### src/rtl/bcast_fanout.sv
// bcast_fanout -- downward half of the MPI collective tree.
//
// Accepts one collective flit (reduction result or root broadcast), hands an
// unchanged copy to the local host, then emits one re-addressed copy per tree
// child (dst = neighbour coordinate, src = this rank), one per handshake.
//
// Optional feature macro: BCAST_DUP_FILTER_EN
//   When defined, a valid flit whose {contextId,tag} matches the last accepted
//   valid flit's key is consumed and dropped without any copies.
//
// Ports:
//   clk, rst           clock, synchronous active-high reset
//   in_flit/in_valid/in_ready           incoming flit handshake
//   child_mask         child directions (0 +x,1 -x,2 +y,3 -y,4 +z,5 -z),
//                      sampled with in_flit
//   local_flit/local_valid/local_ready  host copy handshake
//   out_flit/out_valid/out_ready        network copy handshake
//   busy               block is not idle
//   copies_sent        completed out handshakes (wraps)
//
// Flit fields: valid 72 | dst z,y,x 71:63 | src z,y,x 62:54 | contextId 53:46
//              | tag 45:38 | algtype 37:36 | op 35:32 | payload 31:0
module bcast_fanout #(
    parameter logic [2:0] RANK_X    = 3'd0,
    parameter logic [2:0] RANK_Y    = 3'd0,
    parameter logic [2:0] RANK_Z    = 3'd0,
    parameter int         FlitWidth = 73
) (
    input  logic                 clk,
    input  logic                 rst,
    input  logic [FlitWidth-1:0] in_flit,
    input  logic                 in_valid,
    output logic                 in_ready,
    input  logic [5:0]           child_mask,
    output logic [FlitWidth-1:0] local_flit,
    output logic                 local_valid,
    input  logic                 local_ready,
    output logic [FlitWidth-1:0] out_flit,
    output logic                 out_valid,
    input  logic                 out_ready,
    output logic                 busy,
    output logic [15:0]          copies_sent
);

    typedef enum logic [1:0] {IDLE, LOCAL, SEND} state_t;

    state_t               state;
    logic [FlitWidth-1:0] hold_flit;
    logic [5:0]           pending;
    logic [5:0]           pending_clr;
    logic                 dup;

    // Isolate the lowest set bit; directions are served in bit order.
    function automatic logic [5:0] lowest(input logic [5:0] p);
        return p & (~p + 6'd1);
    endfunction

    // Build the child copy for a one-hot direction. Axes wrap modulo 8.
    function automatic logic [FlitWidth-1:0] make_copy(input logic [FlitWidth-1:0] f,
                                                       input logic [5:0] oh);
        logic [FlitWidth-1:0] r;
        logic [2:0] x, y, z;
        x = RANK_X;
        y = RANK_Y;
        z = RANK_Z;
        if (oh[0]) x = RANK_X + 3'd1;
        if (oh[1]) x = RANK_X - 3'd1;
        if (oh[2]) y = RANK_Y + 3'd1;
        if (oh[3]) y = RANK_Y - 3'd1;
        if (oh[4]) z = RANK_Z + 3'd1;
        if (oh[5]) z = RANK_Z - 3'd1;
        r        = f;
        r[72]    = 1'b1;
        r[71:63] = {z, y, x};
        r[62:54] = {RANK_Z, RANK_Y, RANK_X};
        return r;
    endfunction

    assign pending_clr = pending & ~lowest(pending);

`ifdef BCAST_DUP_FILTER_EN
    logic [15:0] last_key;
    logic        key_valid;

    always_comb begin
        dup = key_valid && ({in_flit[53:46], in_flit[45:38]} == last_key);
    end

    always_ff @(posedge clk) begin
        if (rst) begin
            last_key  <= '0;
            key_valid <= 1'b0;
        end else if (state == IDLE && in_valid && in_flit[72]) begin
            last_key  <= {in_flit[53:46], in_flit[45:38]};
            key_valid <= 1'b1;
        end
    end
`else
    always_comb begin
        dup = 1'b0;
    end
`endif

    // in_ready depends only on state and reset, never on in_* inputs.
    assign in_ready = (state == IDLE) && !rst;
    assign busy     = (state != IDLE);

    always_ff @(posedge clk) begin
        if (rst) begin
            state       <= IDLE;
            hold_flit   <= '0;
            pending     <= '0;
            local_flit  <= '0;
            local_valid <= 1'b0;
            out_flit    <= '0;
            out_valid   <= 1'b0;
            copies_sent <= '0;
        end else begin
            case (state)
                IDLE: begin
                    // Invalid or duplicate flits are consumed and dropped here.
                    if (in_valid && in_flit[72] && !dup) begin
                        hold_flit   <= in_flit;
                        pending     <= child_mask;
                        local_flit  <= in_flit;
                        local_valid <= 1'b1;
                        state       <= LOCAL;
                    end
                end
                LOCAL: begin
                    if (local_ready) begin
                        local_valid <= 1'b0;
                        local_flit  <= '0;
                        if (pending != 6'd0) begin
                            out_valid <= 1'b1;
                            out_flit  <= make_copy(hold_flit, lowest(pending));
                            state     <= SEND;
                        end else begin
                            state <= IDLE;
                        end
                    end
                end
                SEND: begin
                    if (out_ready) begin
                        pending     <= pending_clr;
                        copies_sent <= copies_sent + 16'd1;
                        // Next copy is prepared at the handshake edge so it
                        // appears the following cycle with no bubble.
                        if (pending_clr != 6'd0) begin
                            out_flit <= make_copy(hold_flit, lowest(pending_clr));
                        end else begin
                            out_flit  <= '0;
                            out_valid <= 1'b0;
                            state     <= IDLE;
                        end
                    end
                end
                default: state <= IDLE;
            endcase
        end
    end

endmodule

### config.mk
export PLATFORM = sky130hd
export DESIGN_NAME = bcast_fanout
export DESIGN_NICKNAME = d
export VERILOG_FILES = /design/src/rtl/bcast_fanout.sv
export SDC_FILE = /design/constraint.sdc
export NUM_CORES = 1
export LEC_CHECK = 0
export BUFFER_PORTS_ARGS = -buffer_cell sky130_fd_sc_hd__buf_2
export CAP_MARGIN = 25
export CELL_PAD_IN_SITES_DETAIL_PLACEMENT = 1
export CELL_PAD_IN_SITES_GLOBAL_PLACEMENT = 1
export CORE_ASPECT_RATIO = 0.6
export CORE_MARGIN = 2
export CORE_UTILIZATION = 38
export CTS_BUF_LIST = sky130_fd_sc_hd__clkbuf_8
export DETAILED_ROUTE_END_ITERATION = 8
export GPL_TIMING_DRIVEN = 0
export PLACE_DENSITY = 0.92
export SYNTH_ARGS = -nofsm -noshare
export SYNTH_HDL_FRONTEND = slang
export SYNTH_SLANG_ARGS = --single-unit
### constraint.sdc
create_clock -name clk -period 2.9 [get_ports clk]
set_clock_uncertainty 0.2 [all_clocks]
set_input_delay 0.87 -clock clk [delete_from_list [all_inputs] [get_ports clk]]
set_output_delay 0.87 -clock clk [all_outputs]
set_load 0.02 [all_outputs]
==> summary.txt, run 1 <==
Clock network
  – Htree depth: 1
  – Post-CTS setup buffers: 0
  – Clock buffer depth: 3
  – Clk root buf: clkbuf_8
  – Post-CTS Resized: 2
  – Clk sinks: 214
  – CTS buffer count: 31
  – Clock Latency Late Sink: 0.56 ns
  – Hold_buf cts: 0
  – Clock Pin Slew Worst Setup and Hold Paths: 0.06 ns
  – CTS tree: yes

Power
  – Clock power frac: 41.1%
  – Seq pwr share: 49.6%
  – Sw Ratio: 26.0%
  – Internal power: 0.00462 W
  – Maximum vdd drop: 0.386 mV
  – Sw Pwr: 0.00162 W
  – Cell Pwr Density: 642 nW/µm²
  – Lkg Pwr: 4.41 nW
  – Comb power frac: 9.3%

Floorplan
  – Floorplan row count: 39
  – DIE AREA: 20900 µm²
  – Die span in x: 185 µm
  – Initial core utilization: 39.1%
  – Core box area: 19200 µm²
  – Die Y-Extent: 113 µm
  – I/O pin count: 250

Yosys
  – Ys async rst share: 0%
  – Dominant synthesized flop cell: dfxtp_1
  – Most common cell in the synthesized netlist: dfxtp_1
  – Register area share after synthesis: 57.1%
  – Top post-synthesis cells by count: 214 x dfxtp_1, 178 x nand2_1, 120 x a21oi_1
  – Register bit total from synthesis: 214
  – Post-synth EDFFs: 0
  – Mapped cell area: 7500 µm²
  – Avg Cell Area, Syn: 9.25 µm²
  – Syn Inst Count: 811
  – Yosys warns: 0
  – Yosys top cell by area: dfxtp_1
  – Distinct cells, synth: 46
  – Synth top area share: 57.1%
  – Largest cells by area after synthesis: dfxtp_1 57%, nand2_1 8.9%, a21oi_1 8.0%

Setup path
  – Type of origin of the critical path: input pin
  – Kind of end point of the critical path: output port
  – Cells on worst reg2reg path: 7
  – Worst endpoint data arrival time: 1.69 ns
  – Crit Path Class: input pin to output port
  – Crit-path max FO: 18
  – CP required: 1.83 ns

Timing
  – Tcrit/Tclk final: 95.3%
  – Final worst slack: 0.135 ns
  – Hold Violations, Final: 0
  – F_max: 0.362 GHz
  – Least-Margin Pin Slew: 0.855 ns
  – Pins Over Slew Limit: 0
  – RSZ-0062 raised after global routing: false
  – Slew headroom: 43.0%
  – Crit path time final: 2.76 ns
  – Final setup fails: 0

Route
  – DRT iter0 DRCs: 422
  – Final ANT Viol Nets: 0
  – Via-to-Cell Ratio: 5.04
  – Wirelength per Cell: 18.4 µm
  – DRC: 0
  – Vias: 6959
  – Total length of routed wires: 25.4 mm
  – Drt pass-1 iters: 4

Global routing
  – Global-route wire length before repair: 39.2 mm
  – Overall global routing resource usage: 23.9%
  – Total grt overflow: 0
  – Pin count of the biggest net entering global routing: 19
  – Vias in the first global route: 7155
  – Antenna violations before repair: 0

Placement
  – Pre-CTS WS: -0.540 ns
  – RD Place Congestion: 0.913
  – Placed inst area: 9060 µm²
  – DPL Wire Length: 18.8 mm
  – IO buf count: 239

Finish
  – Area used by multi-input combinational logic: 2810 µm²
  – Filler Cell Count: 2306
  – Fin nets: 1175
  – Storage cell area: 4280 µm²
  – Share of layout cells above drive strength 1: 29.5%
  – Final instance area: 9730 µm²
  – N_diodes: 0
  – Util after Layout: 50.7%
  – Synthesis-to-layout area growth: 29.7%

Hold path
  – Hold Path Class: flip-flop to flip-flop
  – Hold Path Cell Cnt: 2

Flow run
  – Max Cap Viol: 0

Run status
  – Status: completed
[critical path, cell delays in order]
cell and delay, ns:
clkbuf_4 0.27, buf_2 0.29, nor2_1 0.09, buf_2 0.16
[final timing paths]
check / startpoint / endpoint / slack [ns]
setup / recovery: rst / in_ready / 0.14
hold / removal: hold_flit[6] / hold_flit[6] / 0.25
hold reg to reg: hold_flit[6] / hold_flit[6] / 0.25
setup reg to reg: state[0] / local_flit[53] / 0.27
[logic make-up after synthesis]
kind of cell	share of synthesized area [%]
xor gates and xnor gates	1.99
muxes	0.267
and+or+nand+nor	15.9
other	0.0500
buffers and inverters	5.81
adders and majority gates	0.300
AOI/OAI and AO/OA	18.6
DFF	57.1
[state kept, by name, summed over array words and instances, names as in the netlist]
name,cells
state,2
out_flit,61
local_flit,73
out_valid,1
local_valid,1
pending,6
copies_sent,16
hold_flit,54
[power groups by stage]
stage | clock (W) | sequential [W] | combinational, W
after floorplan | 0 | 0.00321 | 0.000278
after global placement | 0 | 0.00315 | 0.000565
after detailed placement | 0 | 0.00316 | 0.000581
after global routing | 0.00276 | 0.00310 | 0.000638
after CTS | 0.00262 | 0.00309 | 0.000584
final | 0.00257 | 0.00309 | 0.000581
[stage by stage]
step | std cells | power [W] | hold slack (ns) | TNS [ns]
2_1_floorplan | 819 | 0.00349 | 0.236 | 0
3_3_place_gp | 1324 | 0.00371 | 0.239 | -2.19
3_5_place_dp | 1324 | 0.00374 | 0.247 | -2.37
4_1_cts | 1380 | 0.00630 | 0.257 | 0
5_1_grt | 1380 | 0.00650 | 0.272 | 0
6_report | 1380 | 0.00624 | 0.255 | 0
[placed cells by master (no fill, tap or decap), types with 10 or more instances in the layout]
master	synthesis	layout
a22oi_1	20	20
clkbuf_8	0	39
inv_1	4	12
xor2_1	13	13
buf_4	12	12
dfxtp_1	214	214
buf_2	12	252
a21oi_1	120	120
nand2_1	178	178
o21ai_0	10	10
nor2_1	53	53
clkbuf_1	37	35
a22o_1	54	54
buf_6	11	11
[routing by layer]
layer  share of wire (%)  track usage, %  vias up
met5                   0               0        -
met4                 2.0            5.45        0
met3                 8.0            6.76       36
met2                  44            38.9      230
met1                  46            31.7     3376
li1                    -               -     3317
[area by class of cell]
| type | count | share of cell area, % |
|---|---|---|
| inverter | 4 | 0.154 |
| multi-input combinational | 527 | 28.9 |
| clock inverter | 18 | 1.36 |
| clock buffer | 39 | 5.52 |
| buffer | 73 | 4.33 |
| sequential | 214 | 44.0 |
| timing repair buffer | 239 | 12.3 |
| tap | 266 | 3.42 |
No activity file was read; power rests on OpenSTA's default activity.
==> run 2, diff against run 1 <==
CORE_UTILIZATION = 37   (was 38)
CTS_BUF_LIST = not set   (was sky130_fd_sc_hd__clkbuf_8)
PLACE_DENSITY = 0.9   (was 0.92)
==> run 2 against run 1 <==
Against the previous run: first-iteration DRC count shrank 25%; largest power group unchanged; hold slack is essentially flat; critical path depth is the same; critical path type unchanged; sequential power is essentially flat.
==> summary.txt, run 2 (synthesis results as in run 1) <==
Hold path
  – Hold Path Cell Cnt: 2 (unchanged)
  – Hold Path End: hold_flit[2] (was hold_flit[6])
  – Min-delay src: hold_flit[2] (was hold_flit[6])
  – Hold Path Class: flip-flop to flip-flop (unchanged)

Finish
  – Filler Cell Count: 2420 (was 2306)
  – Most flops, register: local_flit (unchanged)
  – Synthesis-to-layout area growth: 29.2% (was 29.7%)
  – Share of layout cells above drive strength 1: 28.4% (was 29.5%)
  – Largest register FFs: 73 (unchanged)
  – Most common cell after layout, fill and taps aside: buf_2 (unchanged)
  – Largest regs: local_flit: 73 flops, out_flit: 61 flops, hold_flit: 54 flops (unchanged)
  – Util after Layout: 48.7% (was 50.7%)
  – Fin nets: 1165 (was 1175)
  – Most frequent cells in the layout: 252 x buf_2, 214 x dfxtp_1, 178 x nand2_1, 120 x a21oi_1, 54 x a22o_1 (unchanged)

Setup path
  – CP delay by family, top: buffers and inverters (unchanged)
  – Crit-path cells: clkbuf_4 -> buf_2 -> nor2_1 -> buf_2 (unchanged)
  – Critical path's slowest cell: buf_2 (unchanged)
  – Worst reg2reg path endpoint: local_flit[61] (was local_flit[53])
  – Worst Path Buf+Inv: 3 (unchanged)
  – Crit Path Class: input pin to output port (unchanged)
  – CP required: 1.83 ns (about the same)
  – Type of origin of the critical path: input pin (unchanged)
  – Worst endpoint data arrival time: 1.65 ns (was 1.69 ns)
  – Cells on worst reg2reg path: 7 (unchanged)
  – Reg-to-reg critical path startpoint: state[1] (was state[0])
  – CP dominant cell by count: buf_2 (unchanged)
  – Kind of end point of the critical path: output port (unchanged)
  – Crit-path max cell delay: 0.28 ns (was 0.29 ns)
  – Crit-path max FO: 18 (unchanged)
  – Reg2reg setup slack: 0.33 ns (was 0.27 ns)

Floorplan
  – Initial core utilization: 37.7% (was 39.1%)
  – Die span in x: 188 µm (was 185 µm)
  – I/O pin count: 250 (unchanged)
  – Die Y-Extent: 114 µm (was 113 µm)
  – DIE AREA: 21500 µm² (was 20900 µm²)
  – Floorplan row count: 40 (was 39)
  – Core box area: 19900 µm² (was 19200 µm²)

Timing
  – Tcrit/Tclk final: 93.9% (was 95.3%)
  – Crit path time final: 2.72 ns (was 2.76 ns)
  – Slew headroom: 44.4% (was 43.0%)
  – RSZ-0062 raised after global routing: false (unchanged)
  – Pins Over Slew Limit: 0 (unchanged)
  – Min Hold Slack: 0.255 ns (about the same)
  – Least-Margin Pin Slew: 0.834 ns (was 0.855 ns)
  – F_max: 0.367 GHz (was 0.362 GHz)
  – Hold Violations, Final: 0 (unchanged)
  – Final setup fails: 0 (unchanged)

Power
  – Cell Pwr Density: 641 nW/µm² (was 642 nW/µm²)
  – Lkg Pwr: 4.34 nW (was 4.41 nW)
  – Comb power frac: 9.4% (was 9.3%)
  – Clock power frac: 40.9% (was 41.1%)
  – Sw Pwr: 0.00159 W (was 0.00162 W)
  – Seq pwr share: 49.7% (was 49.6%)
  – Internal power: 0.00462 W (about the same)
  – Tot Pwr: 0.00621 W (was 0.00624 W)
  – Maximum vdd drop: 0.320 mV (was 0.386 mV)
  – Sw Ratio: 25.7% (was 26.0%)

Clock network
  – Clock buffer depth: 3 (unchanged)
  – Hold_buf cts: 0 (unchanged)
  – Post-CTS setup buffers: 0 (unchanged)
  – Clock Pin Slew Worst Setup and Hold Paths: 0.06 ns (about the same)
  – Clock Latency Late Sink: 0.49 ns (was 0.56 ns)
  – CTS buffer count: 21 (was 31)
  – CTS tree: yes (unchanged)
  – Clk root buf: clkbuf_16 (was clkbuf_8)
  – Htree depth: 1 (unchanged)
  – Clk sinks: 214 (unchanged)

Route
  – DRT iter0 DRCs: 318 (was 422)
  – Drt pass-1 iters: 5 (was 4)
  – Via-to-Cell Ratio: 5.03 (was 5.04)
  – Total length of routed wires: 25.3 mm (was 25.4 mm)
  – DRC: 0 (unchanged)
  – Wirelength per Cell: 18.5 µm (was 18.4 µm)
  – Final ANT Viol Nets: 0 (unchanged)
  – Vias: 6887 (was 6959)

Run status
  – Status: completed (unchanged)

Placement
  – DPL Wire Length: 18.6 mm (was 18.8 mm)
  – RD Place Congestion: 0.879 (was 0.913)
  – IO buf count: 239 (unchanged)

Global routing
  – Vias in the first global route: 6841 (was 7155)
  – Antenna violations before repair: 1 (was 0)
  – Overall global routing resource usage: 23.0% (was 23.9%)
  – Total grt overflow: 0 (unchanged)
  – Global-route wire length before repair: 38.8 mm (was 39.2 mm)
  – Pin count of the biggest net entering global routing: 19 (unchanged)

Flow run
  – Max Cap Viol: 0 (unchanged)
run 2: changes by cell type in the layout (fill, tap and decap cells not counted), sizes merged:
cell,previous run,this run
inv,12,4
clkinv,7,6
clkbuf,75,65
diode,0,1
clkinvlp,1,2
bufinv,2,0
run 2: area by class of cell:
type                    count  area, µm²  share of cell area, %
clock buffers              29        576                   5.94
multi-input cells         527       2810                   29.0
clock inverters             8       45.0                  0.465
inverters                   4       15.0                  0.155
flip-flops and latches    214       4280                   44.2
plain buffers              73        422                   4.35
well taps                 273        342                   3.52
repair buffers            239       1200                   12.3
diodes                      1       2.50                 0.0258
run 2: tightest hold or removal path: stages (launching register included):
cell and delay [ns]:
dfxtp_1 0.31, nand2_1 0.05, a21oi_1 0.05
run 2: how the worst max path moves through the flow:
| stage | endpoint | depth (start not counted) | startpoint |
|---|---|---|---|
| floorplan | in_ready | 4 | rst |
| global placement | in_ready | 5 | rst |
| detailed placement | in_ready | 5 | rst |
| CTS | in_ready | 4 | rst |
| global route | in_ready | 4 | rst |
| finish | in_ready | 4 | rst |
run 2: power groups by stage:
| stage | Combinational [W] | Clock [W] | Sequential [W] |
|---|---|---|---|
| detailed placement | 0.000582 | 0 | 0.00315 |
| floorplan | 0.000278 | 0 | 0.00321 |
| global placement | 0.000565 | 0 | 0.00315 |
| CTS | 0.000585 | 0.00260 | 0.00309 |
| finish | 0.000582 | 0.00254 | 0.00309 |
| global route | 0.000636 | 0.00271 | 0.00310 |
run 2: per-stage QoR:
stage	TNS, ns	setup WS, ns	instance area (µm²)	std cells
global placement	-1.63	-0.462	9070	1331
global route	0	0.109	9690	1367
detailed placement	-2.19	-0.459	9070	1331
CTS	0	0.0197	9690	1367
floorplan	0	0.00987	7530	819
finish	0	0.177	9690	1368
run 2: repair_timing:
action / CTS / global route
resized for setup: 1 / 2
gates cloned: 0 / 0
setup endpoints to repair: 1 / 1
run 2: layer usage:
metal	global-route usage (%)	part of all wire (%)
met1	31.5	47
met2	36.8	44
met3	5.95	7.1
met4	4.67	1.8
met5	0	0
